<file path="src/rtl/pulse_pkg.sv">
// Shared widths and entry layout for the pulse command queue.
// Entry packing, LSB first: phase | freq | amp | env_word | cfg.
package pulse_pkg;

  localparam int PHASE_WIDTH    = 17;
  localparam int FREQ_WIDTH     = 9;
  localparam int AMP_WIDTH      = 16;
  localparam int ENV_WORD_WIDTH = 24;
  localparam int CFG_WIDTH      = 4;
  localparam int DEST_WIDTH     = 2;
  localparam int DEPTH_LOG2     = 3;

  localparam int N_DEST     = 2 ** DEST_WIDTH;
  localparam int MODE_WIDTH = CFG_WIDTH - DEST_WIDTH;

  localparam int ENTRY_WIDTH = PHASE_WIDTH + FREQ_WIDTH + AMP_WIDTH
                             + ENV_WORD_WIDTH + CFG_WIDTH;

  localparam int PHASE_LSB = 0;
  localparam int FREQ_LSB  = PHASE_LSB + PHASE_WIDTH;
  localparam int AMP_LSB   = FREQ_LSB + FREQ_WIDTH;
  localparam int ENV_LSB   = AMP_LSB + AMP_WIDTH;
  localparam int CFG_LSB   = ENV_LSB + ENV_WORD_WIDTH;
  localparam int DEST_LSB  = CFG_LSB;
  localparam int MODE_LSB  = CFG_LSB + DEST_WIDTH;

endpackage

</file>
<file path="src/rtl/sync_fifo_fwft.sv">
// Synchronous first-word-fall-through FIFO with a registered head word.
// The caller guarantees push only when not full (or popping) and pop only
// when not empty; the head register is zero whenever the FIFO is empty.
module sync_fifo_fwft #(
  parameter int WIDTH      = 8,
  parameter int DEPTH_LOG2 = 3
) (
  input  logic                  clk,
  input  logic                  reset,
  input  logic                  push,
  input  logic [WIDTH-1:0]      din,
  input  logic                  pop,
  output logic [WIDTH-1:0]      dout,
  output logic [DEPTH_LOG2:0]   level,
  output logic                  empty,
  output logic                  full
);

  localparam int DEPTH = 2 ** DEPTH_LOG2;
  localparam logic [DEPTH_LOG2:0] LEVEL_FULL = (DEPTH_LOG2 + 1)'(DEPTH);
  localparam logic [DEPTH_LOG2:0] LEVEL_ONE  = (DEPTH_LOG2 + 1)'(1);

  logic [WIDTH-1:0]      mem [DEPTH];
  logic [DEPTH_LOG2-1:0] wr_ptr;
  logic [DEPTH_LOG2-1:0] rd_ptr;
  logic [DEPTH_LOG2-1:0] rd_ptr_inc;
  logic [DEPTH_LOG2:0]   level_nxt;
  logic [WIDTH-1:0]      head_nxt;

  assign empty      = (level == '0);
  assign full       = (level == LEVEL_FULL);
  assign rd_ptr_inc = rd_ptr + DEPTH_LOG2'(1);

  // Next occupancy and next head word; a lone remaining entry being popped
  // while a push arrives hands the pushed word straight to the head.
  always_comb begin
    level_nxt = level;
    head_nxt  = dout;
    case ({push, pop})
      2'b10:   level_nxt = level + LEVEL_ONE;
      2'b01:   level_nxt = level - LEVEL_ONE;
      default: level_nxt = level;
    endcase
    if (level_nxt == '0) begin
      head_nxt = '0;
    end else if (pop) begin
      head_nxt = (level == LEVEL_ONE) ? din : mem[rd_ptr_inc];
    end else if (empty && push) begin
      head_nxt = din;
    end
  end

  // Storage array; no reset needed since reads are qualified by level.
  always_ff @(posedge clk) begin
    if (push) mem[wr_ptr] <= din;
  end

  // Pointers, occupancy and registered head word.
  always_ff @(posedge clk or posedge reset) begin
    if (reset) begin
      wr_ptr <= '0;
      rd_ptr <= '0;
      level  <= '0;
      dout   <= '0;
    end else begin
      if (push) wr_ptr <= wr_ptr + DEPTH_LOG2'(1);
      if (pop)  rd_ptr <= rd_ptr_inc;
      level <= level_nxt;
      dout  <= head_nxt;
    end
  end

endmodule

</file>
<file path="src/rtl/pulse_cmd_queue.sv">
// Queues pulse commands captured on cstrobe and dispatches them in order to
// the signal-generator element chosen by the head entry's dest bits.
// A stalled element blocks the whole queue so global pulse order is kept.
module pulse_cmd_queue
  import pulse_pkg::*;
(
  input  logic                      clk,
  input  logic                      reset,
  input  logic [PHASE_WIDTH-1:0]    phase,
  input  logic [FREQ_WIDTH-1:0]     freq,
  input  logic [AMP_WIDTH-1:0]      amp,
  input  logic [ENV_WORD_WIDTH-1:0] env_word,
  input  logic [CFG_WIDTH-1:0]      cfg,
  input  logic                      cstrobe,
  input  logic                      clear_err,
  input  logic [N_DEST-1:0]         out_ready,
  output logic [N_DEST-1:0]         out_valid,
  output logic [PHASE_WIDTH-1:0]    out_phase,
  output logic [FREQ_WIDTH-1:0]     out_freq,
  output logic [AMP_WIDTH-1:0]      out_amp,
  output logic [ENV_WORD_WIDTH-1:0] out_env_word,
  output logic [MODE_WIDTH-1:0]     out_mode,
  output logic [DEPTH_LOG2:0]       level,
  output logic                      overflow
);

  logic [ENTRY_WIDTH-1:0] entry_in;
  logic [ENTRY_WIDTH-1:0] head;
  logic [DEST_WIDTH-1:0]  dest_head;
  logic                   push;
  logic                   pop;
  logic                   drop;
  logic                   full;
  logic                   empty;

  assign entry_in  = {cfg, env_word, amp, freq, phase};
  assign dest_head = head[DEST_LSB +: DEST_WIDTH];

  assign out_valid = empty ? '0 : (N_DEST'(1) << dest_head);
  assign pop       = !empty && out_ready[dest_head];
  assign push      = cstrobe && (!full || pop);
  assign drop      = cstrobe && full && !pop;

  assign out_phase    = head[PHASE_LSB +: PHASE_WIDTH];
  assign out_freq     = head[FREQ_LSB  +: FREQ_WIDTH];
  assign out_amp      = head[AMP_LSB   +: AMP_WIDTH];
  assign out_env_word = head[ENV_LSB   +: ENV_WORD_WIDTH];
  assign out_mode     = head[MODE_LSB  +: MODE_WIDTH];

  sync_fifo_fwft #(
    .WIDTH      (ENTRY_WIDTH),
    .DEPTH_LOG2 (DEPTH_LOG2)
  ) u_fifo (
    .clk   (clk),
    .reset (reset),
    .push  (push),
    .din   (entry_in),
    .pop   (pop),
    .dout  (head),
    .level (level),
    .empty (empty),
    .full  (full)
  );

  // Sticky overflow; a drop in the same cycle as clear_err keeps it set.
  always_ff @(posedge clk or posedge reset) begin
    if (reset)          overflow <= 1'b0;
    else if (drop)      overflow <= 1'b1;
    else if (clear_err) overflow <= 1'b0;
  end

endmodule

</file>
<file path="config.mk">
export PLATFORM = sky130hd
export DESIGN_NAME = pulse_cmd_queue
export DESIGN_NICKNAME = d
export VERILOG_FILES = /design/src/rtl/pulse_pkg.sv /design/src/rtl/sync_fifo_fwft.sv /design/src/rtl/pulse_cmd_queue.sv
export SDC_FILE = /design/constraint.sdc
export NUM_CORES = 1
export LEC_CHECK = 0
export ABC_AREA = 1
export CAP_MARGIN = 0
export CORE_ASPECT_RATIO = 0.5
export CORE_UTILIZATION = 45
export DETAILED_ROUTE_END_ITERATION = 8
export MAX_ROUTING_LAYER = met4
export SYNTH_ARGS = -nofsm -noshare
export SYNTH_HDL_FRONTEND = slang
export SYNTH_SLANG_ARGS = --single-unit
export TNS_END_PERCENT = 10
</file>
<file path="constraint.sdc">
create_clock -name clk -period 6.4 [get_ports clk]
set_input_delay 1.28 -clock clk [delete_from_list [all_inputs] [get_ports clk]]
set_output_delay 1.28 -clock clk [all_outputs]
set_load 0.02 [all_outputs]
</file>
Yosys cells after proc, flatten, opt, wreduce, memory -nomap -nowiden. Memory sizes are Yosys's and may differ from the RTL's. Cells that the tools add are included.

Register bits after elaboration: 81. RAM bits: 560. Input bits: 78. Output and inout port bits: 77. Word-level logic and storage cells: 41. Memories: 1.

Add/subtract/negate cells: 4. Order comparisons: 1. Eq/ne operators: 4. Shifts and indexed selects: 1. Multiplexer cells: 12. Reduce and logical (&&, ||, !) cells: 13.

Memory list: u_fifo.mem (depth 8, bits a word 70, read ports 1, clocked after memory_dff 0, write ports 1, line sync_fifo_fwft.sv:23) `logic [WIDTH-1:0] mem [DEPTH];`.

Operators with widths (number): 70-bit 2-to-1 mux (4); 4-bit zero test (2); 4-bit one-hot mux with 2 select lines (1); 3-bit by 1-bit adder with 3-bit output (second input constant) (2); 1-bit logical AND (5); 1-bit 2-to-1 mux (5); 4-bit by 1-bit adder with 4-bit output (second input constant) (1); 4-bit by 1-bit equality test with 1-bit output (second input constant) (1); 4-bit equality test (second input constant) (1); 4-bit 2-to-1 mux (1); 1-bit by 2-bit left shift with 4-bit output (first input constant) (1); 4-bit by 1-bit subtractor with 4-bit output (second input constant) (1); 1-bit zero test (3); 2-bit by 3-bit less-than comparator with 1-bit output (second input constant) (1); 3-bit nonzero test (1); 1-bit binary-select mux with 2-bit select (1); 2-bit by 1-bit equality test with 1-bit output (second input constant) (1); 2-bit equality test (second input constant) (1); 2-bit nonzero test (1); 1-bit logical OR (1).

Depth between registers and ports, before layout.
Depth in word-level cells: 9. Gate-level depth with buffers: 20. Depth with buffers taken out: 18.

Modules after synthesis. A second synthesis with hierarchy kept.

Cells, all modules: 2656. Area, all modules: 27455.1 um^2.

Modules (own cells, without submodules): sync_fifo_fwft (times used 1, cells each 2628, area each 27311.2 um^2, sequential area each 18818.0 um^2); pulse_cmd_queue (times used 1, cells each 28, area each 143.9 um^2, sequential area each 25.0 um^2).

Worst setup path after synthesis. Ideal clock, no wire load.

Kind: input to register. From: in out_ready[3]. To: mem u_fifo.mem[0][0] (netlist bit), enable pin. Library setup time: 498 ps. Arrival: 4962 ps. Data required time: 5902 ps. Setup slack: 940 ps. Cell stages on the path: 9. Buffers on the path: 0. Path through: nand2_1 -> nand2_1 -> nand2_1 -> nand2_2 -> nand2_4 -> nand2_1 -> nand2_1 -> or2_4 -> nor2_1.

Cells in the longest elaborated chain, start to end: 7.

Ends and longest elaborated chain: start: declaration (line pulse_cmd_queue.sv:16) `input logic [N_DEST-1:0] out_ready,`; 1-bit binary-select mux with 2-bit select (line pulse_cmd_queue.sv:40) `assign pop = !empty && out_ready[dest_head];`; 1-bit 2-to-1 mux (not written as such) (line pulse_cmd_queue.sv:40); 1-bit logical AND (line pulse_cmd_queue.sv:40); 1-bit logical OR (line pulse_cmd_queue.sv:41) `assign push = cstrobe && (!full || pop);`; 1-bit logical AND (line pulse_cmd_queue.sv:41); 1-bit 2-to-1 mux (line sync_fifo_fwft.sv:55) `if (push) mem[wr_ptr] <= din;`; 1-bit 2-to-1 mux (not written as such) (line sync_fifo_fwft.sv:55); end: declaration (line sync_fifo_fwft.sv:23).

Every way passes these cells. The select of a mux whose other input is x is not followed.

Final worst setup path.
From: in out_ready[3]. To: reg u_fifo.dout[57].

Cells in the longest elaborated chain, start to end: 9. Elaborated cells between the ends (all ways): 13. Those cells by class: 2 x eq/ne; 5 x mux; 6 x reduce/logical.

Ends and longest elaborated chain: 1-bit binary-select mux with 2-bit select * (line pulse_cmd_queue.sv:40); 1-bit 2-to-1 mux (not written as such) * (line pulse_cmd_queue.sv:40); 1-bit logical AND * (line pulse_cmd_queue.sv:40); 1-bit logical OR (line pulse_cmd_queue.sv:41); 1-bit logical AND (line pulse_cmd_queue.sv:41); 2-bit by 1-bit equality test with 1-bit output / 2-bit equality test (equally long branches) (line sync_fifo_fwft.sv:39) `case ({push, pop})`; 4-bit one-hot mux with 2 select lines (line sync_fifo_fwft.sv:39); 4-bit zero test (line sync_fifo_fwft.sv:44) `if (level_nxt == '0) begin`; 3-bit nonzero test (no source line) / 70-bit 2-to-1 mux (equally long branches); end signal: assignment (line sync_fifo_fwft.sv:69) `dout <= head_nxt;`; end: declaration (line sync_fifo_fwft.sv:13) `output logic [WIDTH-1:0] dout,`.

Mark *: on every way between the ends. The rest lies on a longest branch, timed or not. The select of a mux whose other input is x is not followed. A chain may end at the register's enable or synchronous reset.

==> results.toml <==
[clock_network]
cts.reportedPaths.clkPinSlew_ps = 70
clock_path_buffers = 3
cts-root-buf = "clkbuf_16"
clk_latency_ps = 610
cts_buffers = 58
cts_tree = "yes"
holdBufCountCts = 0
cts_resized = 0
postCtsSetupBuffers = 0
cts_max_level = 2
cts_sinks = 641

[route]
drtAntennaViolNets = 0
routed_wl_mm = 68.12
drc = 0
via_per_inst = 4.694
routedWlPerCell_um = 16.00
num_vias = 19990
dr.pass1.iters = 5
drt_iter0_drc = 1474

[die]
start_util = 0.4570
ios = 155
fp.coreArea_um2 = 65160
placementRows = 66
die-area_um2 = 67260
die_x_um = 365.8
die_h_um = 183.9

[layout]
final_common_cell = "nand2_1"
drive_gt1_frac = 0.04149
areaGrowthSynthToFinish_pct = 12.41
final_nets = 3412
fill_cells = 5830
multi_input_area_um2 = 7537
final_cell_mix = "nand2_1 (1,517), inv_1 (580), edfxtp_1 (560)"
utilization = 0.5137
final_area_um2 = 33470
num_antenna_cells = 0
seqCellArea_um2 = 18850

[place]
routabilityCongestion = 0.7826
dp_slack_ps = 1312
dp_hpwl_mm = 35.53
placed_area_um2 = 31570
port_buffers = 154

[timing]
max-slew-margin-rel = 0.2913
setup_viol = 0
min_period_ps = 4462
rsz0062_at_grt = "no"
period_share = 0.6972
fin_tns_setup_ps = 0
finClkSkew_ps = 11.75
hold_viol = 0
clock.fmax_ghz = 0.2241
slew_viol_final = 0
setup_slack_ps = 1938
worstMarginPinSlew_ps = 1063

[logic_synthesis]
syn_inst = 3296
synth_top_family_by_area = "simple AND/OR/NAND/NOR gates"
synth_fa_ha_area_frac = 0.003362
yosys.area_share.simple = 0.2451
syn_area_per_cell_um2 = 9.033
synth_compound_area_frac = 0.0009665
synth_cell_types = 21
syn_nets = 3382
synth_warnings = 0
muxShareOfSynthArea = 0
synth_area_leader_cell = "edfxtp_1"
synth_top_area_share = 0.5648
synth-xor-area-share = 0.0002942
yosys_register_bits = 641
synth-seq-area-share = 0.6329
synthTopCellsByArea = "edfxtp_1 (56%), nand2_1 (19%), inv_1 (7.3%)"
synth_area_um2 = 29770

[critical_path]
crit_chain = "clkdlybuf4s50_1, nand2_1, nand2_1, nand2_1, nand2_2, nand2_4, nand2_1, nand2_1, ha_1, inv_1, nand3_1, nand2_1, nand2_1, nor2_1, nand3_4, buf_4, nand3_1, nand2_1"
worstSetupEndpointType = "register"
crit_path_max_incr_delay_ps = 610
cp.arrival_ps = 4950
critPathBufInv = 3
cp-start-kind = "input port"
slowest_stage = "nand3_4"
crit_required_ps = 6890
cp_common_cell = "nand2_1"
path_max_fanout = 66
cp_top_family = "simple AND/OR/NAND/NOR gates"
path_class = "input port to register"

[global_route]
grt_pass1_vias = 19120
grt_max_degree = 145
grt.total_usage = 0.2103
antenna_found_initial = 0
grt_pass1_wl_mm = 107.4
overflow = 0

[pwr]
p_leak_nw = 15.96
total_power_mw = 15.79
power_density_nw_per_um2 = 471.9
peakVddDrop_mv = 0.4433

[hold_path]
hold_path.class = "register to register"

[outcome]
status = "complete, no violations"

[flow_run]
drv_cap = 0
## state kept, by name, summed over array words and instances, names as in the netlist
| register | count |
|---|---|
| overflow | 1 |
| u_fifo.dout | 70 |
| u_fifo.level | 4 |
| u_fifo.mem | 560 |
| u_fifo.rd_ptr | 3 |
| u_fifo.wr_ptr | 3 |
## metal layers
| metal | vias to the layer above | global-route usage | share of wire |
|---|---|---|---|
| li1 | 10110 | - | - |
| met1 | 9417 | 0.2763 | 0.46 |
| met2 | 374 | 0.3523 | 0.48 |
| met3 | 86 | 0.02634 | 0.041 |
| met4 | 0 | 0.04353 | 0.016 |
| met5 | - | - | 0 |
## metrics by stage
step | std cells | hold WS [ps]
floorplan | 3296 | 457.0
global placement | 4150 | 490.0
detailed placement | 4150 | 496.3
CTS | 4258 | 514.4
global route | 4258 | 534.9
finish | 4258 | 507.8
## layout make-up
cell class / instances / area share
sequential: 641 / 0.5631
inverter: 588 / 0.06628
timing repair buffer: 188 / 0.05555
tap: 884 / 0.03305
clock inverter: 34 / 0.01009
multi-input combinational: 1849 / 0.2252
clock buffer: 74 / 0.04669
## cells by family after synthesis
group           after synthesis
simple gates               1835
flops                       641
fa+ha+maj                     8
compound gates                5
buf+inv                     806
xor+xnor                      1
## tightest hold or removal path: cells and delay by family, from the launching register on
| family | cells | cell delay, ps |
|---|---|---|
| flops | 1 | 340 |
| simple gates | 2 | 130 |
## final timing paths
| kind | from | end | slack (ps) | depth (start not counted) |
|---|---|---|---|---|
| max in group asynchronous | reset | u_fifo.dout[14]$_DFFE_PP0P_ | 4250 | 3 |
| setup reg to reg | u_fifo.level[0]$_DFF_PP0_ | u_fifo.dout[57]$_DFFE_PP0P_ | 2300 | 16 |
| min in group asynchronous | reset | u_fifo.dout[37]$_DFFE_PP0P_ | 1160 | 2 |
| setup / recovery | out_ready[3] | u_fifo.dout[57]$_DFFE_PP0P_ | 1940 | 18 |
| hold reg to reg | u_fifo.dout[47]$_DFFE_PP0P_ | u_fifo.dout[47]$_DFFE_PP0P_ | 510 | 2 |
| hold / removal | u_fifo.dout[47]$_DFFE_PP0P_ | u_fifo.dout[47]$_DFFE_PP0P_ | 510 | 2 |
## synth_stat cells
| master | n |
|---|---|
| inv_2 | 6 |
| inv_1 | 582 |
| nor3_1 | 4 |
| buf_4 | 97 |
| ha_1 | 8 |
| nand3_1 | 291 |
| edfxtp_1 | 560 |
| dfrtp_1 | 81 |
| or2_4 | 1 |
| nand4_1 | 2 |
| a21oi_2 | 1 |
| o21ai_0 | 4 |
| nand2_1 | 1519 |
| nand2_2 | 1 |
| clkbuf_1 | 29 |
| nor2_1 | 13 |
| nand2_4 | 2 |
| buf_1 | 7 |
| xor2_1 | 1 |
| buf_2 | 85 |
| nand3_2 | 2 |
## power breakdown
part | internal [mW] | total (mW) | leakage [nW] | switching [mW]
Sequential | 5.24 | 5.51 | 6.15 | 0.266
Clock | 2.00 | 3.54 | 0.925 | 1.54
Combinational | 1.94 | 6.75 | 8.89 | 4.81
Total | 9.19 | 15.8 | 16.0 | 6.61
Note: power is estimated with default switching activity, not from simulation.
